==> config.mk <==
export PLATFORM = sky130hd
export DESIGN_NAME = neighbor_counter_flat
export DESIGN_NICKNAME = d
export VERILOG_FILES = /design/src/rtl/board_pkg.sv /design/src/rtl/neighbor_counter_if.sv /design/src/rtl/neighbor_offset_decoder.sv /design/src/rtl/neighbor_counter.sv /design/src/flat_wrapper.sv
export SDC_FILE = /design/constraint.sdc
export NUM_CORES = 1
export LEC_CHECK = 0
export BUFFER_PORTS_ARGS = -buffer_cell sky130_fd_sc_hd__buf_2
export CAP_MARGIN = 10
export CORE_ASPECT_RATIO = 0.7
export CORE_UTILIZATION = 60
export CTS_CLUSTER_SIZE = 24
export DETAILED_ROUTE_END_ITERATION = 16
export PLACE_DENSITY = 0.88
export SYNTH_ARGS = -nofsm -noshare
export SYNTH_HDL_FRONTEND = slang
export SYNTH_HIERARCHICAL = 1
export SYNTH_SLANG_ARGS = --single-unit
==> constraint.sdc <==
create_clock -name clk -period 4.5 [get_ports clk]
set_clock_uncertainty 0.05 [all_clocks]
set_input_delay 0.225 -clock clk [delete_from_list [all_inputs] [get_ports clk]]
set_output_delay 0.225 -clock clk [all_outputs]
set_load 0.01 [all_outputs]
==> src/rtl/board_pkg.sv <==
// Shared definitions for the board-processing stages: state encodings,
// count-board value constants and coordinate width helpers.
package board_pkg;

  typedef enum logic [3:0] {
    ST_INIT  = 4'b0001,
    ST_SCAN  = 4'b0010,
    ST_WRITE = 4'b0100,
    ST_DONE  = 4'b1000
  } state_e;

  localparam int COUNT_WIDTH = 4;
  localparam logic [COUNT_WIDTH-1:0] MINE_MARKER = 4'd9;

  localparam int K_WIDTH = 4;
  localparam logic [K_WIDTH-1:0] K_CENTRE = 4'd4;
  localparam logic [K_WIDTH-1:0] K_LAST   = 4'd8;

  // A single-column or single-row board still needs a one-bit coordinate.
  function automatic int coord_width(input int n);
    return (n > 1) ? $clog2(n) : 1;
  endfunction

endpackage

==> src/rtl/neighbor_counter_if.sv <==
// Handshake, mine-board read and count-board write signals of the neighbour counter.
interface neighbor_counter_if
  import board_pkg::*;
#(
  parameter int XW = 3,
  parameter int YW = 3
);
  logic                   start;
  logic                   ack;
  logic [XW-1:0]          x;
  logic [YW-1:0]          y;
  logic                   mineBoardReadValue;
  logic                   countWriteEn;
  logic [XW-1:0]          countX;
  logic [YW-1:0]          countY;
  logic [COUNT_WIDTH-1:0] countValue;
  logic                   done;

  modport master (
    output start, ack, mineBoardReadValue,
    input  x, y, countWriteEn, countX, countY, countValue, done
  );

  modport slave (
    input  start, ack, mineBoardReadValue,
    output x, y, countWriteEn, countX, countY, countValue, done
  );
endinterface

==> src/rtl/neighbor_offset_decoder.sv <==
// Maps scan offset k (0..8, row-major 3x3 window) around cell (cx,cy) to a
// mine-board read address; off-board offsets keep the cell's own address.
module neighbor_offset_decoder
  import board_pkg::*;
#(
  parameter int boardWidth  = 8,
  parameter int boardHeight = 8,
  localparam int XW = coord_width(boardWidth),
  localparam int YW = coord_width(boardHeight)
) (
  input  logic [K_WIDTH-1:0] k_i,
  input  logic [XW-1:0]      cx_i,
  input  logic [YW-1:0]      cy_i,
  output logic [XW-1:0]      x_o,
  output logic [YW-1:0]      y_o,
  output logic               in_bounds_o,
  output logic               is_centre_o
);
  // 2'd0 = -1, 2'd1 = 0, 2'd2 = +1
  logic [1:0] col_sel, row_sel;
  logic       k_valid;
  logic       col_lo, col_hi, row_lo, row_hi;

  always_comb begin
    col_sel = 2'd1;
    row_sel = 2'd1;
    k_valid = 1'b1;
    case (k_i)
      4'd0:    begin row_sel = 2'd0; col_sel = 2'd0; end
      4'd1:    begin row_sel = 2'd0; col_sel = 2'd1; end
      4'd2:    begin row_sel = 2'd0; col_sel = 2'd2; end
      4'd3:    begin row_sel = 2'd1; col_sel = 2'd0; end
      4'd4:    begin row_sel = 2'd1; col_sel = 2'd1; end
      4'd5:    begin row_sel = 2'd1; col_sel = 2'd2; end
      4'd6:    begin row_sel = 2'd2; col_sel = 2'd0; end
      4'd7:    begin row_sel = 2'd2; col_sel = 2'd1; end
      4'd8:    begin row_sel = 2'd2; col_sel = 2'd2; end
      default: k_valid = 1'b0;
    endcase
  end

  assign col_lo = (col_sel == 2'd0) && (cx_i == {XW{1'b0}});
  assign col_hi = (col_sel == 2'd2) && (cx_i == XW'(boardWidth - 1));
  assign row_lo = (row_sel == 2'd0) && (cy_i == {YW{1'b0}});
  assign row_hi = (row_sel == 2'd2) && (cy_i == YW'(boardHeight - 1));

  assign in_bounds_o = k_valid && !(col_lo || col_hi || row_lo || row_hi);
  assign is_centre_o = (k_i == K_CENTRE);

  always_comb begin
    x_o = cx_i;
    y_o = cy_i;
    if (in_bounds_o) begin
      case (col_sel)
        2'd0:    x_o = cx_i - XW'(1);
        2'd2:    x_o = cx_i + XW'(1);
        default: x_o = cx_i;
      endcase
      case (row_sel)
        2'd0:    y_o = cy_i - YW'(1);
        2'd2:    y_o = cy_i + YW'(1);
        default: y_o = cy_i;
      endcase
    end else begin
      x_o = cx_i;
      y_o = cy_i;
    end
  end

endmodule

==> src/rtl/neighbor_counter.sv <==
// Scans the mine board cell by cell (9 reads each) and writes each cell's
// neighbour-mine count to the count board. MINE_MARK_EN: mine cells write 9.
module neighbor_counter
  import board_pkg::*;
#(
  parameter int boardWidth  = 8,
  parameter int boardHeight = 8
) (
  input  logic              clk,
  input  logic              reset,
  neighbor_counter_if.slave bus
);
  localparam int XW = coord_width(boardWidth);
  localparam int YW = coord_width(boardHeight);

  state_e                 state_q, state_d;
  logic [XW-1:0]          cx_q, cx_d, count_x_q, count_x_d;
  logic [YW-1:0]          cy_q, cy_d, count_y_q, count_y_d;
  logic [K_WIDTH-1:0]     k_q, k_d;
  logic [COUNT_WIDTH-1:0] acc_q, acc_d, count_val_q, count_val_d;
  logic                   mine_flag_q, mine_flag_d;
  logic                   count_we_q, count_we_d;
  logic                   in_bounds, is_centre, last_col, last_row;
  logic [XW-1:0]          rd_x;
  logic [YW-1:0]          rd_y;

  neighbor_offset_decoder #(
    .boardWidth (boardWidth),
    .boardHeight(boardHeight)
  ) u_offset (
    .k_i        (k_q),
    .cx_i       (cx_q),
    .cy_i       (cy_q),
    .x_o        (rd_x),
    .y_o        (rd_y),
    .in_bounds_o(in_bounds),
    .is_centre_o(is_centre)
  );

  assign last_col = (cx_q == XW'(boardWidth - 1));
  assign last_row = (cy_q == YW'(boardHeight - 1));

  // State register
  always_ff @(posedge clk or negedge reset) begin
    if (!reset) state_q <= ST_INIT;
    else        state_q <= state_d;
  end

  // Next-state logic
  always_comb begin
    state_d = state_q;
    case (state_q)
      ST_INIT:  state_d = bus.start ? ST_SCAN : ST_INIT;
      ST_SCAN:  state_d = (k_q == K_LAST) ? ST_WRITE : ST_SCAN;
      ST_WRITE: state_d = (last_col && last_row) ? ST_DONE : ST_SCAN;
      ST_DONE:  state_d = bus.ack ? ST_INIT : ST_DONE;
      default:  state_d = ST_INIT;
    endcase
  end

  // Datapath next values: cell/offset counters, accumulator, write registers
  always_comb begin
    cx_d        = cx_q;
    cy_d        = cy_q;
    k_d         = k_q;
    acc_d       = acc_q;
    mine_flag_d = mine_flag_q;
    count_we_d  = 1'b0;
    count_x_d   = count_x_q;
    count_y_d   = count_y_q;
    count_val_d = count_val_q;
    case (state_q)
      ST_INIT: begin
        if (bus.start) begin
          cx_d        = '0;
          cy_d        = '0;
          k_d         = '0;
          acc_d       = '0;
          mine_flag_d = 1'b0;
        end else begin
          cx_d = cx_q;
        end
      end
      ST_SCAN: begin
        if (!is_centre && in_bounds && bus.mineBoardReadValue) acc_d = acc_q + 4'd1;
        else                                                   acc_d = acc_q;
        if (is_centre) mine_flag_d = bus.mineBoardReadValue;
        else           mine_flag_d = mine_flag_q;
        // acc_d already includes the k=8 read, so the write value is final here.
        if (k_q == K_LAST) begin
          count_we_d = 1'b1;
          count_x_d  = cx_q;
          count_y_d  = cy_q;
`ifdef MINE_MARK_EN
          count_val_d = mine_flag_q ? MINE_MARKER : acc_d;
`else
          count_val_d = acc_d;
`endif
        end else begin
          k_d = k_q + 4'd1;
        end
      end
      ST_WRITE: begin
        acc_d       = '0;
        k_d         = '0;
        mine_flag_d = 1'b0;
        if (last_col) begin
          cx_d = '0;
          cy_d = cy_q + YW'(1);
        end else begin
          cx_d = cx_q + XW'(1);
        end
      end
      ST_DONE: cx_d = cx_q;
      default: cx_d = cx_q;
    endcase
  end

  // Datapath registers
  always_ff @(posedge clk or negedge reset) begin
    if (!reset) begin
      cx_q        <= '0;
      cy_q        <= '0;
      k_q         <= '0;
      acc_q       <= '0;
      mine_flag_q <= 1'b0;
      count_we_q  <= 1'b0;
      count_x_q   <= '0;
      count_y_q   <= '0;
      count_val_q <= '0;
    end else begin
      cx_q        <= cx_d;
      cy_q        <= cy_d;
      k_q         <= k_d;
      acc_q       <= acc_d;
      mine_flag_q <= mine_flag_d;
      count_we_q  <= count_we_d;
      count_x_q   <= count_x_d;
      count_y_q   <= count_y_d;
      count_val_q <= count_val_d;
    end
  end

  // Output logic
  always_comb begin
    bus.done = 1'b0;
    case (state_q)
      ST_DONE: bus.done = 1'b1;
      default: bus.done = 1'b0;
    endcase
  end

  assign bus.x            = rd_x;
  assign bus.y            = rd_y;
  assign bus.countWriteEn = count_we_q;
  assign bus.countX       = count_x_q;
  assign bus.countY       = count_y_q;
  assign bus.countValue   = count_val_q;

endmodule

==> src/flat_wrapper.sv <==
// flat-port wrapper written by rule: the top's interface ports become plain ports
module neighbor_counter_flat import board_pkg::*;
#(
  parameter int boardWidth  = 8,
  parameter int boardHeight = 8
)
  (clk, reset, bus_start, bus_ack, bus_mineBoardReadValue, bus_x, bus_y, bus_countWriteEn, bus_countX, bus_countY, bus_countValue, bus_done);
  neighbor_counter_if #(.XW(3), .YW(3)) bus_i ();
  input  logic clk;
  input  logic reset;
  input wire logic [$bits(bus_i.start)-1:0] bus_start;
  input wire logic [$bits(bus_i.ack)-1:0] bus_ack;
  input wire logic [$bits(bus_i.mineBoardReadValue)-1:0] bus_mineBoardReadValue;
  output wire logic [$bits(bus_i.x)-1:0] bus_x;
  output wire logic [$bits(bus_i.y)-1:0] bus_y;
  output wire logic [$bits(bus_i.countWriteEn)-1:0] bus_countWriteEn;
  output wire logic [$bits(bus_i.countX)-1:0] bus_countX;
  output wire logic [$bits(bus_i.countY)-1:0] bus_countY;
  output wire logic [$bits(bus_i.countValue)-1:0] bus_countValue;
  output wire logic [$bits(bus_i.done)-1:0] bus_done;
  assign bus_i.start = bus_start;
  assign bus_i.ack = bus_ack;
  assign bus_i.mineBoardReadValue = bus_mineBoardReadValue;
  assign bus_x = bus_i.x;
  assign bus_y = bus_i.y;
  assign bus_countWriteEn = bus_i.countWriteEn;
  assign bus_countX = bus_i.countX;
  assign bus_countY = bus_i.countY;
  assign bus_countValue = bus_i.countValue;
  assign bus_done = bus_i.done;
  neighbor_counter #(.boardWidth(boardWidth), .boardHeight(boardHeight)) u_core (.clk(clk), .reset(reset), .bus(bus_i));
endmodule
### Yosys cells after proc, flatten, opt, wreduce, memory -nomap -nowiden

Index checks and enable logic that the tools add are counted.

* add/subtract/negate cells: 6
* equal/unequal tests: 19
* muxes and demuxes: 25
* reduce and logical (&&, ||, !) cells: 30

Operators by type and width (number)
* 3-bit one-hot mux with 2 select lines: 4
* 4-bit one-hot mux with 3 select lines: 2
* 4-bit by 3-bit equality test with 1-bit output (second input constant): 5
* 4-bit 2-to-1 mux: 5
* 3-bit 2-to-1 mux: 6
* 4-bit one-hot mux with 4 select lines: 1
* 4-bit by 2-bit equality test with 1-bit output (second input constant): 3
* 3-bit OR reduction: 4
* 9-bit OR reduction: 1
* 4-bit by 1-bit adder with 4-bit output (second input constant): 2
* 4-bit by 1-bit equality test with 1-bit output (second input constant): 2
* 4-bit equality test (second input constant): 2
* 1-bit logical AND: 8
* 2-bit one-hot mux with 2 select lines: 2
* 3-bit by 1-bit adder with 3-bit output (second input constant): 2
* 3-bit equality test (second input constant): 2
* 3-bit logical NOT: 2
* 2-bit AND reduction: 3
* 3-bit AND reduction: 2
* 3-bit by 1-bit subtractor with 3-bit output (second input constant): 2
* 2-bit equality test (second input constant): 2
* 2-bit logical NOT: 2
* 4-bit logical NOT: 1
* 1-bit 2-to-1 mux: 4
* other kinds (7): 11

* register bits after elaboration: 29
* input port bits: 5
* logic and storage cells: 89

### Depth between registers and ports, before layout

Gate-level depths: netlist of run 1.

* word-level depth: 14
* gate-level depth with buffers: 9

### By module

Netlist of run 1, hierarchy kept.

Modules (own cells, without submodules)
* neighbor_counter: instances 1, cells an instance 140, area each 1492.7 µm², sequential area each 726.9 µm²
* neighbor_offset_decoder: instances 1, cells an instance 52, area each 481.7 µm², sequential area each 0.0 µm²

### Worst setup path after synthesis of run 1

OpenSTA, ideal clock, no wires.

* path kind: reg2out
* from: register u_core.k_q[1]
* to: output bus_x[2]
* arrival: 2.251 ns
* data required time: 4.225 ns
* slack: 1.974 ns
* cell stages (with the launch flop): 10
* cells stage by stage: dfrtp_1 -> buf_6 -> xor2_1 -> a21oi_4 -> fa_1 -> and3b_2 -> a21o_2 -> a32oi_1 -> a211oi_1 -> xor2_1

* cells in the longest elaborated chain, start to end: 11
* elaborated cells on any way between the ends: 32

Ends and longest elaborated chain
* start, declared: RTL line neighbor_counter.sv:19 `logic [K_WIDTH-1:0] k_q, k_d;`
* start signal, assigned: RTL line neighbor_counter.sv:134 `k_q <= k_d;`
* 4-bit by 3-bit equality test with 1-bit output, or another cell as far along: RTL line neighbor_offset_decoder.sv:28 `case (k_i)`
* 3-bit OR reduction (no line)
* 2-bit one-hot mux with 2 select lines: RTL line neighbor_offset_decoder.sv:28
* 2-bit equality test / 2-bit logical NOT (equally long branches): RTL line neighbor_offset_decoder.sv:43, neighbor_offset_decoder.sv:54, neighbor_offset_decoder.sv:42
* 1-bit logical AND, on equally long branches: RTL line neighbor_offset_decoder.sv:43, neighbor_offset_decoder.sv:42
* 1-bit logical OR (3 in a row): RTL line neighbor_offset_decoder.sv:47 `assign in_bounds_o = k_valid && !(col_lo || col_hi || row_lo || row_hi);`
* 1-bit logical NOT: RTL line neighbor_offset_decoder.sv:47
* 1-bit logical AND: RTL line neighbor_offset_decoder.sv:47
* 3-bit 2-to-1 mux *: RTL line neighbor_offset_decoder.sv:53 `if (in_bounds_o) begin`
* end, declared: RTL line flat_wrapper.sv:14 `output wire logic [$bits(bus_i.x)-1:0] bus_x;`

Every way passes the cells marked *; elsewhere a longest branch is shown, timed or not.

### Worst setup path in the final report of run 1

Same ends and word-level chain as after synthesis.

==> results.txt, run 1 <==
DR vias - 1583
Critical Path AT - 2.81 ns
Global-route wire length before repair - 6.948 mm
Footprint of the multi-input gates - 1130 um2
Reg clk slew, reported paths - 0.06 ns
Core area - 3148 um2
Antenna diodes - 0
WL final - 4.115 mm
Drt drc - 4
R2R Setup Slk - 1.96 ns
WS Path Type - flop to output port
Final Hold Fails - 0
Total global routing overflow - 0
Final nets - 227
Post-synthesis cell area - 1974 um2
Vias per cell - 6.282
Die Ht - 50.00 um
Vias in the first global route - 1494
Clock root cell - clkbuf_8
WP data required - 4.22 ns
Crit. End Element - output port
DP Area - 2071 um2
Final Cell Area - 2197 um2
Area grow syn2layout - 11.28%
Tot Pwr - 0.9606 mW
Synthesized Nets - 206
Starting Density - 62.72%
RSZ-0062 raised after global routing - no
Worst-margin pin slew - 0.6187 ns
CTS tree - done
Mean routed wirelength per cell - 16.33 um
Reg2reg end - u_core/acc_q[3]
FF+latch count, synth - 29
Worst min-delay path class - primary input to flop
Largest net degree at the start of global routing - 30
Tot GR Track Use - 25.48%
Max-slew violation count - 0
Share of cells above drive strength 1 - 26.64%
Minimum clock period - 3.082 ns
LEAKAGE - 0.9947 nW
PwrDens - 437.2 nW/um2
Final setup fails - 0
Slew HR - 58.75%
Peak supply drop - 0.3250 mV
Setup crit start kind - flop
DRT iter0 DRCs - 100
Sequential area share after synthesis - 36.82%
EDFF count, synth - 0
Setup TNS - 0 ns
Hold wc startpoint - bus_ack
Die area - 3528 um2
FFs w/ async S/R, synth - 100.0%
Num CTS Buffers - 5
Final Non-Filler Cells - 252
Post-Synthesis Cells - 192
Fill cells - 239
Avg Cell Area, Syn - 10.28 um2
CTS max path bufs - 2
Violations in the final reports - design-rule violations
PortBufs - 22
CTS sink count - 29
First-pass DRT Iterations - 11
GP Congestion - 0.8216
# Post-CTS Setup Buffers - 0
Chip width - 70.57 um
Yosys warnings - 6
Rows - 17
Initial antenna violation count - 0
Hold Crit Depth - 3
DP Wirelength - 2.871 mm
Max-cap check violation count - 0
Reg2Reg Launch Point - u_core/k_q[1]
Worst skew pair latency - 0.28 ns
Register area - 726.9 um2
# resized after CTS - 0
Outcome - finished, violations left
IO Count - 23
Synth unique cells - 61
Hold EP - u_core/state_q[3]
Commonest register cell after synthesis - dfrtp_1
CP Max Fanout - 18
DP Cell Count - 243
Tcrit/Tclk final - 68.48%
Reg2Reg Depth - 7
Fmax - 324.5 MHz
Post-DRT Antenna Nets - 0
H-tree levels - 2
metrics by stage:
step                hold WS, ns  setup slack [ns]  utilization [%]
CTS                      0.1779             1.435            69.79
floorplan               -0.1206             1.974                -
global placement         0.2322             1.799            65.78
finish                   0.1803             1.418            69.79
global route             0.1938             1.219            69.79
detailed placement       0.2274             1.744            65.78
state kept, by name, indices dropped and copies added (netlist names):
register and cells:
u_core/bus.countX 3, u_core/bus.countValue 4, u_core/cx_q 3, u_core/k_q 4
u_core/bus.countWriteEn 1, u_core/state_q 4, u_core/cy_q 3, u_core/acc_q 4
u_core/bus.countY 3
cells in the mapped netlist (all sizes together), types with 2 or more instances:
master | count | area (um2)
nor4b | 3 | 32.53
nand3b | 3 | 22.52
ha | 7 | 87.58
nor3 | 2 | 10.01
buf | 5 | 40.04
a21oi | 8 | 51.30
mux2 | 8 | 93.84
o21ai | 12 | 60.06
or4 | 2 | 22.52
xor2 | 3 | 26.28
nand2b | 4 | 25.02
o211ai | 8 | 70.06
a31oi | 4 | 31.28
a22o | 3 | 26.28
a211o | 3 | 28.78
nand3 | 11 | 55.05
or3 | 5 | 31.28
xnor2 | 5 | 43.79
mux2i | 2 | 20.02
dfrtp | 28 | 700.7
nor2 | 9 | 33.78
or4b | 3 | 33.78
clkbuf | 5 | 28.77
a21o | 2 | 16.27
inv | 13 | 48.80
and3b | 5 | 45.04
nand2 | 6 | 25.03
o22ai | 3 | 32.53
nor3b | 2 | 15.01
fa | 2 | 40.04
per-layer routing:
layer / vias to the layer above / GRT usage [%] / wire [um]
met4: 0 / 9.667 / 72
met2: 51 / 38.83 / 1887
li1: 755 / - / -
met1: 768 / 35.39 / 1901
met3: 9 / 6.135 / 253
met5: - / 0 / 0
worst max-delay path, cell delays in order (launching register included):
cell and delay, ns:
dfrtp_1 0.66, xor2_1 0.30, a21oi_4 0.12, fa_1 0.46, and3b_2 0.25, a21o_2 0.18
a32oi_1 0.19, a211oi_1 0.10, xor2_1 0.14, buf_2 0.14
report_power, final:
group	leakage (nW)	internal (mW)	total, mW	switching [mW]
Combinational	0.558	0.142	0.321	0.179
Sequential	0.379	0.290	0.362	0.0720
Clock	0.0585	0.180	0.277	0.0971
Total	0.995	0.613	0.961	0.348
how the worst max path moves through the flow:
stage,start,end,slack (ns),depth (start not counted)
final,u_core/k_q[1],bus_x[2],1.42,9
after global routing,u_core/k_q[1],bus_x[2],1.22,9
after detailed placement,u_core/k_q[1],bus_x[2],1.74,9
after CTS,u_core/k_q[1],bus_x[2],1.43,9
after global placement,u_core/k_q[1],bus_x[2],1.80,9
after floorplan,u_core/k_q[1],bus_x[2],1.97,9
cell type report:
type                       instances  share of cell area [%]
sequential                        29                   33.09
multi-input combinational        140                   51.42
clock inverter                     1                   1.367
inverter                          13                   2.221
tap                               38                   2.164
timing repair buffer              24                   5.809
clock buffer                       7                   3.929
logic make-up (layout without fill, tap and decap cells):
group                      count (synthesis)  after routing  synth area share, %
and+or+nand+nor                           62             62                20.66
AOI/OAI and AO/OA                         51             51                20.79
DFF                                       29             29                36.82
buffers and inverters                     23             45                5.957
muxes                                     10             10                5.767
adders and majority gates                  9              9                6.464
xor gates and xnor gates                   8              8                3.549
cells in the final DEF (no fill, tap or decap), drive strengths merged, types with 4 or more instances in the layout:
master,netlist,final
clkbuf,5,7
a31oi,4,4
a21oi,8,8
or3,5,5
xnor2,5,5
nand2,6,6
inv,13,13
nand2b,4,4
o211ai,8,8
o21ai,12,12
ha,7,7
dfrtp,28,28
and3b,5,5
nor2,9,9
buf,5,23
nand3,11,11
mux2,8,8
timing repair:
action,in CTS,in global routing
endpoints found under the hold margin,28,0
hold buffers,1,0
setup endpoints to repair,0,0
Note: power is estimated with default switching activity, not from simulation.
==> run 2: changes to the inputs <==
- ABC_AREA: not set -> 1
- CORE_UTILIZATION: 60 -> 58
- PLACE_DENSITY: 0.88 -> 0.86
- clock period: 4.5 -> 2.9 ns (I/O delays scaled with it)
==> run 2 against run 1 <==
Compared with the run above: the flow now finishes without violations; clock power increased by 34%; first-iteration DRC count increased by 39%; sequential share of layout area increased by 1.0 points; total power increased by 14%; synthesized cell count increased by 31%; via count increased by 5.4%; cell count increased by 26%; global-route usage increased by 0.41 points; utilization increased by 3.1 points; die area decreased by 1.6%; flip-flop and latch count unchanged; largest cell class unchanged; largest power group unchanged.
==> results.txt, run 2 <==
Max-cap check violation count - 0 (unchanged)
Die Ht - 49.60 um (was 50.00 um)
DR vias - 1669 (was 1583)
Reg power frac - 41.2% (was 37.7%)
Sw frac - 34.43% (was 36.23%)
Core area - 2923 um2 (was 3148 um2)
Tcrit/Tclk final - 85.17%
Num CTS Buffers - 5 (unchanged)
Worst min-delay path class - primary input to flop (unchanged)
Most instantiated library cell after synthesis - nand2_1 (was dfrtp_1)
Dominant cell type by area after synthesis - dfrtp_1 (unchanged)
Final Hold Slack - 0.02547 ns (was 0.1803 ns)
Outcome - complete, no violations (was finished, violations left)
Slew HR - 57.17% (was 58.75%)
Critical Path AT - 2.27 ns (was 2.81 ns)
CP Max Fanout - 10 (was 18)
Rows - 16 (was 17)
Minimum clock period - 2.470 ns
Total global routing overflow - 0 (unchanged)
Final nets - 294 (was 227)
DP Wirelength - 2.898 mm (was 2.871 mm)
Post-DRT Antenna Nets - 0 (unchanged)
Area grow syn2layout - 13.47% (was 11.28%)
Largest net degree at the start of global routing - 30 (unchanged)
Global-route wire length before repair - 6.886 mm (was 6.948 mm)
Drt drc - 0 (was 4)
Commonest register cell after synthesis - dfrtp_1 (unchanged)
WP data required - 2.71 ns (was 4.22 ns)
Yosys warnings - 6 (unchanged)
GP Congestion - 0.9048 (was 0.8216)
Setup crit start kind - flop (unchanged)
DRT iter0 DRCs - 139 (was 100)
LEAKAGE - 1.141 nW (was 0.9947 nW)
PwrDens - 514.8 nW/um2 (was 437.2 nW/um2)
CTS sink count - 29 (unchanged)
Mean routed wirelength per cell - 12.63 um (was 16.33 um)
CTS max path bufs - 2 (unchanged)
CTS tree - done (unchanged)
WL final - 4.005 mm (was 4.115 mm)
Peak supply drop - 0.5679 mV (was 0.3250 mV)
PortBufs - 22 (unchanged)
Vias in the first global route - 1496 (was 1494)
IO Count - 23 (unchanged)
P_sw - 0.3775 mW (was 0.3480 mW)
Comb power frac - 25.0% (was 33.4%)
FFs w/ async S/R, synth - 100.0% (unchanged)
Clock root cell - clkbuf_8 (unchanged)
Crit. End Element - output port (unchanged)
Post-synth top area share - 37.33% (was 35.49%)
Final Hold Fails - 0 (unchanged)
EDFF count, synth - 0 (unchanged)
Initial antenna violation count - 0 (unchanged)
First-pass DRT Iterations - 4 (was 11)
WS Path Type - flop to output port (unchanged)
Post-Synthesis Cells - 251 (was 192)
Vias per cell - 5.265 (was 6.282)
Worst skew pair latency - 0.29 ns (was 0.28 ns)
Share of cells above drive strength 1 - 17.79% (was 26.64%)
Synth unique cells - 29 (was 61)
Post-synth top cells - 96 x nand2_1, 32 x inv_1, 28 x dfrtp_1, 20 x nor2_1, 12 x nand3_1 (was 28 x dfrtp_1, 13 x inv_1, 12 x o21ai_0, 11 x nand3_1, 9 x nor2_1)
Die area - 3471 um2 (was 3528 um2)
Tot GR Track Use - 25.89% (was 25.48%)
Area contributors post-synth - dfrtp_1 37%, nand2_1 19%, inv_1 6.4%, ha_1 4.7%, nor2_1 4.0% (was dfrtp_1 35%, ha_1 4.4%, mux2_2 4.0%, o21ai_0 3.0%, nand3_1 2.8%)
Most common cell after layout, fill and taps aside - nand2_1 (was dfrtp_1)
Worst-margin pin slew - 0.6425 ns (was 0.6187 ns)
FF+latch count, synth - 29 (unchanged)
Commonest cells after routing, fill and taps aside - 96 x nand2_1, 32 x inv_1, 28 x dfrtp_1, 22 x buf_2, 20 x nor2_1 (was 28 x dfrtp_1, 22 x buf_2, 13 x inv_1, 12 x o21ai_0, 11 x nand3_1)
Int Pwr - 0.7188 mW (was 0.6125 mW)
Clock share of power - 33.8% (was 28.9%)
Final setup fails - 0 (unchanged)
Avg Cell Area, Syn - 7.477 um2 (was 10.28 um2)
RSZ-0062 raised after global routing - no (unchanged)
Fill cells - 248 (was 239)
Sequential area share after synthesis - 38.73% (was 36.82%)
Post-synthesis cell area - 1877 um2 (was 1974 um2)
H-tree levels - 2 (unchanged)
Reg clk slew, reported paths - 0.06 ns (about the same)
Antenna diodes - 0 (unchanged)
Fmax - 404.9 MHz
Chip width - 69.99 um (was 70.57 um)
Synthesized Nets - 265 (was 206)
Setup TNS - 0 ns (unchanged)
Max-slew violation count - 0 (unchanged)
Starting Density - 64.21% (was 62.72%)
## run 2: changes by cell type after synthesis, sizes merged, moves of 5 or more
| cell | before | now |
|---|---|---|
| nand4 | 1 | 7 |
| nand3 | 11 | 18 |
| a21oi | 8 | 1 |
| nor2 | 9 | 24 |
| inv | 13 | 32 |
| mux2 | 8 | 0 |
| and3b | 5 | 0 |
| or3 | 5 | 0 |
| buf | 5 | 0 |
| nand2 | 6 | 101 |
| o211ai | 8 | 2 |
## run 2: path summary, 6_finish.rpt
path / start / endpoint / slack (ns) / cells past startpoint
min reg2reg: u_core/bus.countValue[2] / u_core/bus.countValue[2] / 0.42 / 2
max: u_core/k_q[0] / bus_x[2] / 0.43 / 12
max reg2reg: u_core/k_q[0] / u_core/bus.countValue[3] / 0.61 / 12
min in group asynchronous: reset / u_core/bus.countY[2] / 0.37 / 2
min: bus_ack / u_core/state_q[3] / 0.03 / 2
max in group asynchronous: reset / u_core/bus.countValue[1] / 2.01 / 2
## run 2: logic make-up after synthesis
logic type	Yosys count	share of synthesized area (%)
compound gates	20	6.733
simple gates	154	38.00
buf+inv	34	7.400
xor+xnor	5	2.333
fa+ha+maj	9	6.800
flops	29	38.73
## run 2: area by class of cell
class                           count  area, um2  area share, %
Multi-Input combinational cell    188       1011          47.47
Sequential cell                    29      726.9          34.14
Inverter                           33      125.1          5.875
Timing Repair Buffer               23      120.1          5.640
Clock buffer                        7      96.34          4.524
Tap cell                           36      45.04          2.115
Clock inverter                      1      5.005         0.2350
## run 2: routing by layer
metal,track usage (%),vias up,wire [um]
met4,8.333,0,53
met3,6.953,8,177
met2,37.98,43,1729
li1,-,856,-
met1,37.24,762,2045
met5,0,-,0
## run 2: power by group through the flow
stage	Clock, mW	Combinational [mW]	Sequential, mW
6_report	0.371	0.274	0.452
2_1_floorplan	0	0.202	0.454
3_5_place_dp	0	0.265	0.459
5_1_grt	0.396	0.307	0.455
3_3_place_gp	0	0.259	0.458
4_1_cts	0.376	0.271	0.451
## run 2: stage by stage
stage          setup slack, ns  area, um2  total power [mW]  util (%)  instances
6_report                0.4300       2130             1.096     72.86        317
5_1_grt                 0.2550       2130             1.157     72.86        317
4_1_cts                 0.4450       2130             1.098     72.86        317
3_5_place_dp            0.6390       2018            0.7239     69.05        308
3_3_place_gp            0.6941       2018            0.7173     69.05        308
2_1_floorplan           0.9539       1877            0.6558         -        251
## run 2: critical path: stages (launching register included)
cell and delay [ns]:
dfrtp_1 0.49, nor2_1 0.21, nand2_2 0.12, nand3_2 0.14, inv_1 0.06, fa_1 0.38, inv_1 0.08, nand2_1 0.05
nand2_1 0.10, inv_1 0.05, o21bai_1 0.13, nand2_1 0.06, buf_2 0.13
## run 2: repair_timing
| item | CTS | global route |
|---|---|---|
| buffers inserted | 0 | 0 |
| hold buffers | 1 | 0 |
| hold endpoints to repair | 28 | 0 |
| gates resized for setup | 0 | 0 |
==> run 3: changes to the inputs <==
- CAP_MARGIN: 10 -> not set
- CORE_UTILIZATION: 58 -> 42
- PLACE_DENSITY: 0.86 -> 0.67
- clock period: 2.9 -> 2.4 ns (I/O delays scaled with it)
==> run 3 against run 2 <==
Compared with the run above: design area grew 4.9%; utilization decreased by 18 points; cell count up 7.3%; first-iteration DRC count is 50% lower; routed wire length hardly changed; sequential power up 20%; critical path type unchanged; largest power group unchanged.
==> results.txt, run 3 (same netlist as run 2, synthesis figures left out) <==
Placement Setup Slack - 0.08778 ns (was 0.6390 ns)
Final Hold Fails - 0 (unchanged)
Share of cells above drive strength 1 - 23.26% (was 17.79%)
CTS sink count - 29 (unchanged)
R2R Setup Slk - 0.31 ns (was 0.61 ns)
Global-route wire length before repair - 6.755 mm (was 6.886 mm)
Worst-margin pin slew - 0.6470 ns (was 0.6425 ns)
Fmax - 441.4 MHz
Setup crit end - bus_x[1] (was bus_x[2])
CP Max Fanout - 6 (was 10)
H-tree levels - 2 (unchanged)
Footprint of the multi-input gates - 1036 um2 (was 1011 um2)
Cell Chain, Critical Path - inv_1 > nor2_1 > nand2_2 > nand3_4 > inv_1 > fa_2 > o21ai_0 > nand2_1 > nand2_1 > o21ai_1 > buf_2 (was nor2_1 > nand2_2 > nand3_2 > inv_1 > fa_1 > inv_1 > nand2_1 > nand2_1 > inv_1 > o21bai_1 > nand2_1 > buf_2)
Register area - 732.0 um2 (was 726.9 um2)
CTS tree - done (unchanged)
Vias in the first global route - 1422 (was 1496)
Final nets - 301 (was 294)
Slew HR - 56.86% (was 57.17%)
Largest net degree at the start of global routing - 30 (unchanged)
Area grow syn2layout - 19.07% (was 13.47%)
CTS max path bufs - 2 (unchanged)
Core area - 4089 um2 (was 2923 um2)
Setup crit start kind - flop (unchanged)
Post-DRT Antenna Nets - 0 (unchanged)
GP Congestion - 0.8041 (was 0.9048)
DP Wirelength - 3.026 mm (was 2.898 mm)
Outcome - complete, no violations (unchanged)
RSZ-0062 raised after global routing - yes (was no)
Antenna diodes - 0 (unchanged)
Initial antenna violation count - 0 (unchanged)
Commonest cells after routing, fill and taps aside - 94 x nand2_1, 32 x inv_1, 24 x dfrtp_1, 22 x buf_2, 16 x nor2_1 (was 96 x nand2_1, 32 x inv_1, 28 x dfrtp_1, 22 x buf_2, 20 x nor2_1)
Reg2Reg Launch Point - u_core/k_q[3] (was u_core/k_q[0])
Peak supply drop - 0.5389 mV (was 0.5679 mV)
Reg clk slew, reported paths - 0.06 ns (about the same)
Minimum clock period - 2.265 ns
Wl on met1 - 2.166 mm (was 2.045 mm)
Wire length on met2 - 1.566 mm (was 1.729 mm)
Rows - 19 (was 16)
Vias per cell - 4.847 (was 5.265)
Reg2Reg Depth - 14 (was 12)
Slowest CP cell - fa_2 (was dfrtp_1)
Clock root cell - clkbuf_8 (unchanged)
PwrDens - 596.0 nW/um2 (was 514.8 nW/um2)
WP data required - 2.23 ns (was 2.71 ns)
Chip width - 81.90 um (was 69.99 um)
Final Cell Area - 2235 um2 (was 2130 um2)
Mean routed wirelength per cell - 11.78 um (was 12.63 um)
Top sig layer - met4 (unchanged)
Num CTS Buffers - 5 (unchanged)
Crit. End Element - output port (unchanged)
Tot Pwr - 1.332 mW (was 1.096 mW)
Reg2reg end - u_core/acc_q[3] (was u_core/bus.countValue[3])
LEAKAGE - 1.172 nW (was 1.141 nW)
Tcrit/Tclk final - 94.39%
Worst skew pair latency - 0.28 ns (was 0.29 ns)
Final Hold Slack - 0.2004 ns (was 0.02547 ns)
DP Area - 2053 um2 (was 2018 um2)
Setup TNS - 0 ns (unchanged)
Worst min-delay path class - primary input to flop (unchanged)
IO Count - 23 (unchanged)
WS Path Type - flop to output port (unchanged)
Setup ws final - 0.1347 ns (was 0.4300 ns)
First-pass DRT Iterations - 4 (unchanged)
Die Ht - 57.93 um (was 49.60 um)
Critical Path AT - 2.10 ns (was 2.27 ns)
Max-cap check violation count - 0 (unchanged)
Die area - 4744 um2 (was 3471 um2)
Max stage delay on crit path - 0.51 ns (was 0.49 ns)
Starting Density - 45.90% (was 64.21%)
WL final - 4.006 mm (was 4.005 mm)
PortBufs - 22 (unchanged)
Final setup fails - 0 (unchanged)
Most common cell after layout, fill and taps aside - nand2_1 (unchanged)
Crit path from - u_core/k_q[3] (was u_core/k_q[0])
Tot GR Track Use - 19.24% (was 25.89%)
Total global routing overflow - 0 (unchanged)
Drt drc - 0 (unchanged)
Fill cells - 388 (was 248)
DRT iter0 DRCs - 70 (was 139)
DR vias - 1648 (was 1669)
Routed wire length on met3 - 237 um (was 177 um)
Max-slew violation count - 0 (unchanged)
[run 3: layout make-up]
type                            count  share of cell area, %
Clock inverter                      1                 0.2240
Sequential cell                    29                  32.75
Timing Repair Buffer               30                  7.839
Clock buffer                        7                  4.311
Inverter                           33                  5.599
Tap cell                           52                  2.912
Multi-Input combinational cell    188                  46.36
[run 3: report_power, final]
group          internal [mW]  total (mW)  switching, mW
combinational          0.107       0.347          0.239
sequential             0.518       0.542         0.0236
clock                  0.259       0.443          0.185
total                  0.884        1.33          0.447
[run 3: worst min-delay path by stage]
stage	startpoint	to	slack, ns	cells after the start
2_1_floorplan	reset	u_core/acc_q[0]	-0.23	0
3_3_place_gp	reset	u_core/cy_q[2]	0.14	1
3_5_place_dp	reset	u_core/cy_q[2]	0.14	1
4_1_cts	bus_start	u_core/state_q[1]	0.19	3
5_1_grt	bus_start	u_core/state_q[1]	0.22	3
6_report	bus_start	u_core/state_q[1]	0.20	3
[run 3: what timing repair did]
action / 4_1_cts / 5_1_grt
gates resized for setup: 4 / 8
hold buffers: 2 / 0
setup buffers: 0 / 4
hold endpoints to repair: 29 / 0
pin swaps: 0 / 0
endpoints found under the setup margin: 1 / 6
[run 3: through the flow]
stage,cells,util (%)
floorplan,251,-
CTS,336,53.34
global placement,326,50.21
global route,340,54.65
finish,340,54.65
detailed placement,326,50.21
[run 3: worst max-delay path, delay by kind of cell (launching register included)]
kind | cells | cell delay (ns)
fa+ha+maj | 1 | 0.51
buf+inv | 3 | 0.27
flops | 1 | 0.43
simple gates | 5 | 0.45
compound gates | 2 | 0.15
[run 3: layer usage]
layer	up-vias	track usage, %
li1	863	-
met1	745	30.69
met2	36	24.44
met3	4	4.724
met4	0	6.767
met5	-	0
